<file path="src/rtl/fp_issue_ctrl_pkg.sv">
// Shared types for the FP issue/writeback stage: fpnew-compatible op and
// format encodings, FSM states, the latched request record and op helpers.
package fp_issue_ctrl_pkg;

  localparam int unsigned FFLAGS_W = 5;

  typedef enum logic [3:0] {
    FMADD, FNMSUB, ADD, MUL, DIV, SQRT, SGNJ, MINMAX,
    CMP, CLASSIFY, F2F, F2I, I2F, CPKAB, CPKCD
  } operation_e;

  typedef enum logic [2:0] {
    FP32, FP64, FP16, FP8, FP16ALT
  } fp_format_e;

  typedef enum logic [1:0] {
    RV32FNone, RV32FSingle, RV32FDouble, RV64FDouble
  } rvf_e;

  typedef enum logic [1:0] {
    IDLE, ISSUE, WAIT, WB
  } fp_issue_state_e;

  // Decoded fields held for the lifetime of the single outstanding op
  typedef struct packed {
    operation_e  op;
    logic        op_mod;
    fp_format_e  src_fmt;
    fp_format_e  dst_fmt;
    logic [2:0]  rnd_mode;
    logic [4:0]  waddr;
    logic        regwrite;
    logic        wr_int;
  } fp_issue_req_t;

  // Ops whose result lands in the integer RF
  function automatic logic fp_op_writes_int(operation_e op);
    return (op == CMP) || (op == CLASSIFY) || (op == F2I);
  endfunction

  // Ops where instr[14:12] is a rounding mode; the rest use it as a sub-op selector
  function automatic logic fp_rm_uses(operation_e op);
    case (op)
      FMADD, FNMSUB, ADD, MUL, DIV, SQRT, F2F, F2I, I2F: return 1'b1;
      default:                                           return 1'b0;
    endcase
  endfunction

endpackage

</file>
<file path="src/rtl/fp_fflags_acc.sv">
// Sticky exception-flag accumulator; a clear and a set in the same cycle
// leaves exactly the newly set flags.
module fp_fflags_acc #(
  parameter int unsigned W = 5
) (
  input  logic         clk_i,
  input  logic         rst_ni,
  input  logic         clr_i,
  input  logic         set_i,
  input  logic [W-1:0] flags_i,
  output logic [W-1:0] flags_o
);

  logic [W-1:0] flags_q;

  // Clear first, then OR in the new flags
  always_ff @(posedge clk_i or negedge rst_ni) begin
    if (!rst_ni) flags_q <= '0;
    else         flags_q <= (clr_i ? '0 : flags_q) | (set_i ? flags_i : '0);
  end

  assign flags_o = flags_q;

endmodule

</file>
<file path="src/rtl/fp_issue_ctrl.sv">
// FP issue/writeback stage: captures one decoded op plus operands, hands it
// to fpnew, and writes the result to the FP or integer RF for one cycle.
module fp_issue_ctrl
  import fp_issue_ctrl_pkg::*;
#(
  parameter int unsigned FLEN = 64,
  parameter int unsigned XLEN = 32,
  parameter rvf_e        RVF  = RV64FDouble
) (
  input  logic                clk_i,
  input  logic                rst_ni,
  input  logic                dec_valid_i,
  output logic                dec_ready_o,
  input  logic                dec_illegal_i,
  input  operation_e          dec_op_i,
  input  logic                dec_op_mod_i,
  input  fp_format_e          dec_src_fmt_i,
  input  fp_format_e          dec_dst_fmt_i,
  input  logic [2:0]          dec_rm_i,
  input  logic [4:0]          dec_waddr_i,
  input  logic                dec_regwrite_i,
  input  logic [2:0]          frm_i,
  input  logic [FLEN-1:0]     rf_rdata_a_i,
  input  logic [FLEN-1:0]     rf_rdata_b_i,
  input  logic [FLEN-1:0]     rf_rdata_c_i,
  output logic [3*FLEN-1:0]   fpu_operands_o,
  output operation_e          fpu_op_o,
  output logic                fpu_op_mod_o,
  output fp_format_e          fpu_src_fmt_o,
  output fp_format_e          fpu_dst_fmt_o,
  output logic [2:0]          fpu_rnd_mode_o,
  output logic                fpu_in_valid_o,
  input  logic                fpu_in_ready_i,
  input  logic                fpu_out_valid_i,
  output logic                fpu_out_ready_o,
  input  logic [FLEN-1:0]     fpu_result_i,
  input  logic [FFLAGS_W-1:0] fpu_status_i,
  input  logic                flush_i,
  output logic                fp_we_o,
  output logic                int_we_o,
  output logic [4:0]          wb_waddr_o,
  output logic [FLEN-1:0]     fp_wdata_o,
  output logic [XLEN-1:0]     int_wdata_o,
  output logic                illegal_rm_o,
  input  logic                fflags_clr_i,
  output logic [FFLAGS_W-1:0] fflags_o,
  output logic                busy_o
);

  localparam logic EN = (RVF != RV32FNone);

  fp_issue_state_e       state_q;
  fp_issue_req_t         req_q;
  logic [2:0][FLEN-1:0]  opnd_q;
  logic                  rdy_q, in_vld_q, out_rdy_q, killed_q;
  logic                  fp_we_q, int_we_q, ill_rm_q;
  logic [FLEN-1:0]       fp_wdata_q;
  logic [XLEN-1:0]       int_wdata_q;
  logic [FFLAGS_W-1:0]   status_q;

  logic [2:0]            rm_res;
  logic                  rm_uses, rm_bad, try_acc, accept, drop_rm;
  logic [FLEN-1:0]       res_box;

  // Resolve dynamic rm and decide whether the presented op is taken
  always_comb begin
    rm_res  = (dec_rm_i == 3'b111) ? frm_i : dec_rm_i;
    rm_uses = fp_rm_uses(dec_op_i);
    rm_bad  = rm_uses && rm_res[2] && (rm_res[1:0] != 2'b00);
    try_acc = EN && (state_q == IDLE) && dec_valid_i && !flush_i && !dec_illegal_i;
    accept  = try_acc && !rm_bad;
    drop_rm = try_acc && rm_bad;
  end

  // NaN-box FP32 results into the upper FLEN-32 bits
  always_comb begin
    res_box = fpu_result_i;
    if (req_q.dst_fmt == FP32)
      for (int i = 32; i < FLEN; i++) res_box[i] = 1'b1;
  end

  // Issue FSM with registered handshake and writeback outputs
  always_ff @(posedge clk_i or negedge rst_ni) begin
    if (!rst_ni) begin
      state_q     <= IDLE;
      req_q       <= '0;
      opnd_q      <= '0;
      rdy_q       <= 1'b1;
      in_vld_q    <= 1'b0;
      out_rdy_q   <= 1'b0;
      killed_q    <= 1'b0;
      fp_we_q     <= 1'b0;
      int_we_q    <= 1'b0;
      ill_rm_q    <= 1'b0;
      fp_wdata_q  <= '0;
      int_wdata_q <= '0;
      status_q    <= '0;
    end else begin
      fp_we_q  <= 1'b0;
      int_we_q <= 1'b0;
      ill_rm_q <= 1'b0;
      case (state_q)
        IDLE: begin
          if (accept) begin
            req_q.op       <= dec_op_i;
            req_q.op_mod   <= dec_op_mod_i;
            req_q.src_fmt  <= dec_src_fmt_i;
            req_q.dst_fmt  <= dec_dst_fmt_i;
            req_q.rnd_mode <= rm_uses ? rm_res : dec_rm_i;
            req_q.waddr    <= dec_waddr_i;
            req_q.regwrite <= dec_regwrite_i;
            req_q.wr_int   <= fp_op_writes_int(dec_op_i);
            opnd_q         <= {rf_rdata_c_i, rf_rdata_b_i, rf_rdata_a_i};
            rdy_q          <= 1'b0;
            in_vld_q       <= 1'b1;
            out_rdy_q      <= 1'b1;
            killed_q       <= 1'b0;
            state_q        <= ISSUE;
          end
          ill_rm_q <= drop_rm;
        end
        ISSUE: begin
          if (flush_i) begin
            // fpu_in_valid_o is masked this cycle, so fpnew never saw the op
            in_vld_q  <= 1'b0;
            out_rdy_q <= 1'b0;
            rdy_q     <= 1'b1;
            state_q   <= IDLE;
          end else if (fpu_in_ready_i) begin
            in_vld_q <= 1'b0;
            if (fpu_out_valid_i) begin
              out_rdy_q   <= 1'b0;
              fp_wdata_q  <= res_box;
              int_wdata_q <= fpu_result_i[XLEN-1:0];
              status_q    <= fpu_status_i;
              fp_we_q     <= req_q.regwrite && !req_q.wr_int;
              int_we_q    <= req_q.regwrite && req_q.wr_int;
              state_q     <= WB;
            end else begin
              state_q <= WAIT;
            end
          end
        end
        WAIT: begin
          if (fpu_out_valid_i) begin
            out_rdy_q <= 1'b0;
            if (killed_q || flush_i) begin
              // Killed op: drain the result silently
              killed_q <= 1'b0;
              rdy_q    <= 1'b1;
              state_q  <= IDLE;
            end else begin
              fp_wdata_q  <= res_box;
              int_wdata_q <= fpu_result_i[XLEN-1:0];
              status_q    <= fpu_status_i;
              fp_we_q     <= req_q.regwrite && !req_q.wr_int;
              int_we_q    <= req_q.regwrite && req_q.wr_int;
              state_q     <= WB;
            end
          end else if (flush_i) begin
            killed_q <= 1'b1;
          end
        end
        WB: begin
          rdy_q   <= 1'b1;
          state_q <= IDLE;
        end
        default: state_q <= IDLE;
      endcase
    end
  end

  fp_fflags_acc #(.W(FFLAGS_W)) u_fflags (
    .clk_i   (clk_i),
    .rst_ni  (rst_ni),
    .clr_i   (fflags_clr_i),
    .set_i   (state_q == WB),
    .flags_i (status_q),
    .flags_o (fflags_o)
  );

  assign dec_ready_o     = EN ? rdy_q : 1'b1;
  assign busy_o          = (state_q != IDLE);
  assign fpu_operands_o  = opnd_q;
  assign fpu_op_o        = req_q.op;
  assign fpu_op_mod_o    = req_q.op_mod;
  assign fpu_src_fmt_o   = req_q.src_fmt;
  assign fpu_dst_fmt_o   = req_q.dst_fmt;
  assign fpu_rnd_mode_o  = req_q.rnd_mode;
  assign fpu_in_valid_o  = in_vld_q && !flush_i;
  assign fpu_out_ready_o = out_rdy_q;
  assign fp_we_o         = fp_we_q;
  assign int_we_o        = int_we_q;
  assign wb_waddr_o      = req_q.waddr;
  assign fp_wdata_o      = fp_wdata_q;
  assign int_wdata_o     = int_wdata_q;
  assign illegal_rm_o    = ill_rm_q;

endmodule

</file>
<file path="config.mk">
export PLATFORM = sky130hd
export DESIGN_NAME = fp_issue_ctrl
export DESIGN_NICKNAME = d
export VERILOG_FILES = /design/src/rtl/fp_issue_ctrl_pkg.sv /design/src/rtl/fp_fflags_acc.sv /design/src/rtl/fp_issue_ctrl.sv
export SDC_FILE = /design/constraint.sdc
export NUM_CORES = 1
export LEC_CHECK = 0
export ABC_AREA = 0
export ABC_CLOCK_PERIOD_IN_PS = 2800
export CORE_AREA = 2 2 235 237
export CTS_CLUSTER_DIAMETER = 40
export DETAILED_ROUTE_END_ITERATION = 8
export DIE_AREA = 0 0 237 239
export SLEW_MARGIN = 30
export SYNTH_ARGS = -nofsm -noshare
export SYNTH_HDL_FRONTEND = slang
export SYNTH_HIERARCHICAL = 1
export SYNTH_SLANG_ARGS = --single-unit
</file>
<file path="constraint.sdc">
create_clock -name clk_i -period 2.8 [get_ports clk_i]
set_clock_uncertainty 0.15 [all_clocks]
set_input_delay 0.56 -clock clk_i [delete_from_list [all_inputs] [get_ports clk_i]]
set_output_delay 0.56 -clock clk_i [all_outputs]
set_load 0.01 [all_outputs]
</file>
### Word level (Yosys, flattened, before mapping)

Memory sizes are Yosys's and may differ from the RTL's.
Index checks and enable logic that the tools add are counted.

| storage, ports and cells | value |
|---|---|
| register bits after elaboration | 328 |
| memories kept | 1 |
| word-level logic and storage cells | 134 |
| memory bits (read-only) | 16 |

| operators by class | value |
|---|---|
| muxes and demuxes | 59 |
| bitwise operators | 1 |
| equal/unequal tests | 18 |
| reductions and logical operators | 32 |

Memory list:

| memory | words | bits a word | read ports | clocked after memory_dff | write ports | line | text |
|---|---|---|---|---|---|---|---|
| (name not given) | 16 | 1 | 1 | 0 | 0 | fp_issue_ctrl_pkg.sv:43 | `case (op)` |

Operators with widths:

| kind | number |
|---|---|
| 2-to-1 mux 64 bit | 5 |
| 2-to-1 mux 32 bit | 6 |
| case mux 64 bit (2 select lines) | 1 |
| case mux 32 bit (2 select lines) | 1 |
| 2-to-1 mux 5 bit | 7 |
| 2-to-1 mux 1 bit | 24 |
| inequality test 2 bit, second input constant | 8 |
| == test 4 bit, second input constant | 3 |
| logical AND 1 bit | 10 |
| 2-to-1 mux 2 bit | 5 |
| case mux 5 bit (2 select lines) | 1 |
| nonzero test 2 bit | 5 |
| inequality test 3 bit, second input constant | 3 |
| AND reduction 3 bit | 3 |
| case mux 1 bit (2 select lines) | 4 |
| case mux 2 bit (4 select lines) | 1 |
| AND reduction 4 bit | 2 |
| 2-to-1 mux 3 bit | 2 |
| AND reduction 6 bit | 1 |
| bitwise OR 5 bit | 1 |
| == test 2 bit, second input constant | 2 |
| logical NOT 1 bit | 4 |
| case mux 1 bit (4 select lines) | 1 |
| == test 3 bit, second input constant | 1 |
| other kinds (7) | 9 |

### Depth between registers and ports, before layout

| depth | value |
|---|---|
| depth after elaboration | 8 |
| mapped depth | 10 |

### By module

The synthesis kept the hierarchy.

By module, submodules not included:

| module | times used | area an instance (µm²) | sequential area each (µm²) | cells each |
|---|---|---|---|---|
| fp_issue_ctrl | 1 | 12423.2 | 7283.2 | 805 |
| fp_fflags_acc | 1 | 187.7 | 125.1 | 20 |

### Worst setup path before layout

No wires, ideal clock.

| path | value |
|---|---|
| kind | input to register |
| start point | input dec_op_i[0] |
| end point | register req_q (netlist bit fpu_dst_fmt_o[0]) |
| setup time | 0.125 ns |
| arrival | 1.819 ns |
| cell stages on the path | 6 |
| required time | 2.525 ns |
| slack | 0.706 ns |
| cell sequence | and2b_4 > o211ai_4 > o211ai_4 > buf_6 > buf_8 > mux2_4 |

| between the ends | value |
|---|---|
| longest elaborated chain between the ends | 6 |

Ends and longest elaborated chain:

| item | line | text |
|---|---|---|
| start: declaration | fp_issue_ctrl.sv:15 | `input operation_e dec_op_i,` |
| memory (16 x 1 bit) | n/a |  |
| logical AND 1 bit (2 in a row) | fp_issue_ctrl.sv:69 | `rm_bad = rm_uses && rm_res[2] && (rm_res[1:0] != 2'b00);` |
| logical NOT 1 bit | fp_issue_ctrl.sv:71 | `accept = try_acc && !rm_bad;` |
| logical AND 1 bit | fp_issue_ctrl.sv:71 |  |
| AND reduction 2 bit (no line) | n/a |  |
| end: declaration | fp_issue_ctrl.sv:53 | `fp_issue_req_t req_q;` |

Every way passes these cells.
A chain may end at the register's enable or synchronous reset.

### Worst setup path after layout

| path | value |
|---|---|
| start point | input flush_i |
| end point | output fpu_in_valid_o |

| between the ends | value |
|---|---|
| longest elaborated chain between the ends | 2 |

Ends and longest elaborated chain:

| item | line | text |
|---|---|---|
| start: declaration | fp_issue_ctrl.sv:38 | `input logic flush_i,` |
| logical NOT 1 bit | fp_issue_ctrl.sv:190 | `assign fpu_in_valid_o = in_vld_q && !flush_i;` |
| logical AND 1 bit | fp_issue_ctrl.sv:190 |  |
| end: declaration | fp_issue_ctrl.sv:32 | `output logic fpu_in_valid_o,` |

Every way passes these cells.

==> impl_metrics.env <==
export IMPL_grt_max_degree=81
export IMPL_drtPass1Iterations=4
export IMPL_synth_main_ff_cell="dfrtp_1"
export IMPL_rsz0062_at_grt="false"
export IMPL_numPortBuffers=610
export IMPL_status="finished clean"
export IMPL_ant_nets=0
export IMPL_routed_wl_mm=39.4
export IMPL_antennaDiodeCount=0
export IMPL_die_x_microns=237
export IMPL_crit_arrival_ns=1.91
export IMPL_cp_cell_sequence="clkdlybuf4s50_1 -> nor2b_1 -> clkdlybuf4s50_1"
export IMPL_rows=86
export IMPL_layout_setup_ws_ns=0.177
export IMPL_synth_seq_cells=296
export IMPL_die_area_sq_um=56600
export IMPL_period_needed_ns=2.62
export IMPL_gp_congestion=0.776
export IMPL_grt_overflow=0
export IMPL_crit_type="input pin to output port"
export IMPL_core_sq_um=54300
export IMPL_cap_violations=0
export IMPL_dr_total_vias=8902
export IMPL_first_global_vias=9635
export IMPL_endpoint_kind="output port"
export IMPL_ctsHtreeMaxLevel=2
export IMPL_yosys_warnings=6
export IMPL_start_util_pct=23.2
export IMPL_ctsRootBufferMaster="clkbuf_16"
export IMPL_initialDrtViolationCount=260
export IMPL_startpoint_type="input pin"
export IMPL_wl_per_cell_microns=17.9
export IMPL_holdCritPathClass="input pin to asynchronous set/reset pin"
export IMPL_synthesis_nets=1122
export IMPL_fillCellCount=5079
export IMPL_nets=1747
export IMPL_timing_fmax_mhz=381
export IMPL_synthDistinctLibCells=33
export IMPL_grt_pass1_wl_mm=59.5
export IMPL_power_uw=24600
export IMPL_die_h_microns=239
export IMPL_finalHoldViolCount=0
export IMPL_synth_cells=825
export IMPL_report_final_setup_viol=0
export IMPL_maxSlewHeadroom_pct=67.2
export IMPL_viasPerCell=4.05
export IMPL_cts_sinks=296
export IMPL_synthArstFlopShare_pct=100
export IMPL_grt_usage_pct=13.5
export IMPL_path_max_fanout=8
export IMPL_cpMostUsedCell="clkdlybuf4s50_1"
export IMPL_ir_drop_v=0.000641
export IMPL_pre_cts_slack_ns=0.00438
export IMPL_syn_to_final_growth_pct=68.9
export IMPL_place_hpwl_mm=29.8
export IMPL_drv_slew=0
export IMPL_cts_made_buffers=53
export IMPL_cp_slowest_cell="clkdlybuf4s50_1"
export IMPL_min_period_over_period_pct=93.7
export IMPL_cts_tree="done"
export IMPL_power_leakage_uw=0.00965
export IMPL_clk_latency_ns=0.56
export IMPL_clk_pin_slew_ns=0.05
export IMPL_yosysSeqAreaShare_pct=58.7
export IMPL_tightestPinTransition_ns=0.492
export IMPL_cpPeakStageDelay_ns=0.58
export IMPL_synth_area_sq_um=12600
export IMPL_cts_buffer_depth=3
export IMPL_antenna_found_initial=0
export IMPL_synth_edf_count=0
export IMPL_drive_gt1_share_pct=26.7
export IMPL_synth_avg_cell_area_sq_um=15.3
export IMPL_pin_count=611
export IMPL_required_ns=2.09
export IMPL_p_per_area_nw_per_um2=1160
export IMPL_drc=0
export IMPL_final_setup_tns_ns=0
logic make-up after synthesis:
| group | share of synthesized area [%] |
|---|---|
| AND/OR/NAND/NOR | 3.74 |
| AO/OA/AOI/OAI | 3.11 |
| buffers and inverters | 6.19 |
| flip-flops | 58.7 |
| adder cells (fa/ha/maj) | 0.496 |
| multiplexers | 27.7 |
cell usage in the layout (no fill, tap or decap), types with 9 or more instances in the layout:
master,instances
o21ai_0,49
mux2_4,188
buf_12,14
mux2_2,58
clkbuf_16,55
buf_4,34
dfrtp_1,295
clkinvlp_4,9
nand2_1,50
inv_1,14
clkdlybuf4s50_1,608
nor2_1,37
critical path: cells and delay by family:
family | cells | cell delay (ns)
buffers and inverters | 2 | 1.15
and+or+nand+nor | 1 | 0.19
cells in the mapped netlist, types with 2 or more instances:
library cell,n,area [sq um]
a211oi_1,2,15.0
a21oi_1,6,30.0
buf_2,9,45.0
buf_4,50,375
buf_6,11,124
buf_8,10,150
clkbuf_1,8,30.0
dfrtp_1,295,7380
ha_1,5,62.6
inv_1,14,52.6
mux2_2,58,653
mux2_4,188,2820
mux2i_1,2,20.0
nand2_1,50,188
nand2b_1,4,25.0
nand3_1,2,10.0
nor2_1,37,139
nor2b_1,5,31.3
nor3_1,3,15.0
nor3b_2,2,25.0
o211ai_1,2,15.0
o211ai_4,2,42.5
o21ai_0,49,245
o22ai_1,2,12.5
through the flow:
step	cells	instance area [sq um]	hold slack (ns)	utilization (%)
detailed placement	2098	19400	0.309	35.7
global placement	2098	19400	0.305	35.7
floorplan	825	12600	0.114	-
finish	2199	21300	0.318	39.2
CTS	2199	21300	0.280	39.2
global route	2199	21300	0.302	39.2
flip-flops by register name, summed over array words and instances, names as in the netlist:
name	flops
in_vld_q	1
fpu_src_fmt_o	3
fpu_dst_fmt_o	3
illegal_rm_o	1
fpu_op_o	4
fpu_op_mod_o	1
wb_waddr_o	5
int_we_o	1
status_q	5
req_q	2
fpu_operands_o	192
fp_we_o	1
killed_q	1
state_q	2
dec_ready_o	1
fpu_rnd_mode_o	3
fp_wdata_o	64
u_fflags/flags_o	5
fpu_out_ready_o	1
cell type report:
cell class	count	area [sq um]	share of cell area, %
Inverter	14	52.6	0.247
Clock inverter	37	440	2.07
Tap cell	704	881	4.13
Clock buffer	63	1440	6.74
Sequential cell	296	7410	34.8
Timing Repair Buffer	659	6660	31.3
Multi-Input combinational cell	426	4430	20.8
power by group:
part           switching [uW]  total, uW  internal [uW]  leakage [uW]
logic                    3630      10200           6600       0.00515
clock network            2330       6690           4350      0.000897
registers                1320       7710           6400       0.00359
total                    7280      24600          17300       0.00965
final timing paths:
path,end,cells past startpoint,startpoint,slack (ns)
max reg2reg,fp_wdata_o[10]$_DFFE_PN0P_,8,state_q[1]$_DFFE_PN0P_,0.48
min,fpu_operands_o[56]$_DFFE_PN0P_,2,rst_ni,0.32
max,fpu_in_valid_o,3,flush_i,0.18
min in group clk_i,dec_ready_o$_DFFE_PN1P_,2,dec_ready_o$_DFFE_PN1P_,0.32
min reg2reg,dec_ready_o$_DFFE_PN1P_,2,dec_ready_o$_DFFE_PN1P_,0.32
max in group asynchronous,u_fflags/flags_o[3]$_DFF_PN0_,4,rst_ni,1.25
routing by layer:
| metal | vias up | global-route usage (%) | part of all wire, % |
|---|---|---|---|
| met5 | - | 0 | 0 |
| met4 | 0 | 4.68 | 2.6 |
| met3 | 76 | 4.65 | 8.2 |
| met2 | 374 | 23.0 | 50 |
| met1 | 4403 | 15.9 | 39 |
| li1 | 4049 | - | - |
repair_timing:
item,4_1_cts,5_1_grt
hold endpoints to repair,30,0
setup endpoints to repair,0,1
setup buffers,0,0
resized for setup,0,1
hold buffers,1,0
No activity file was read; power rests on OpenSTA's default activity.
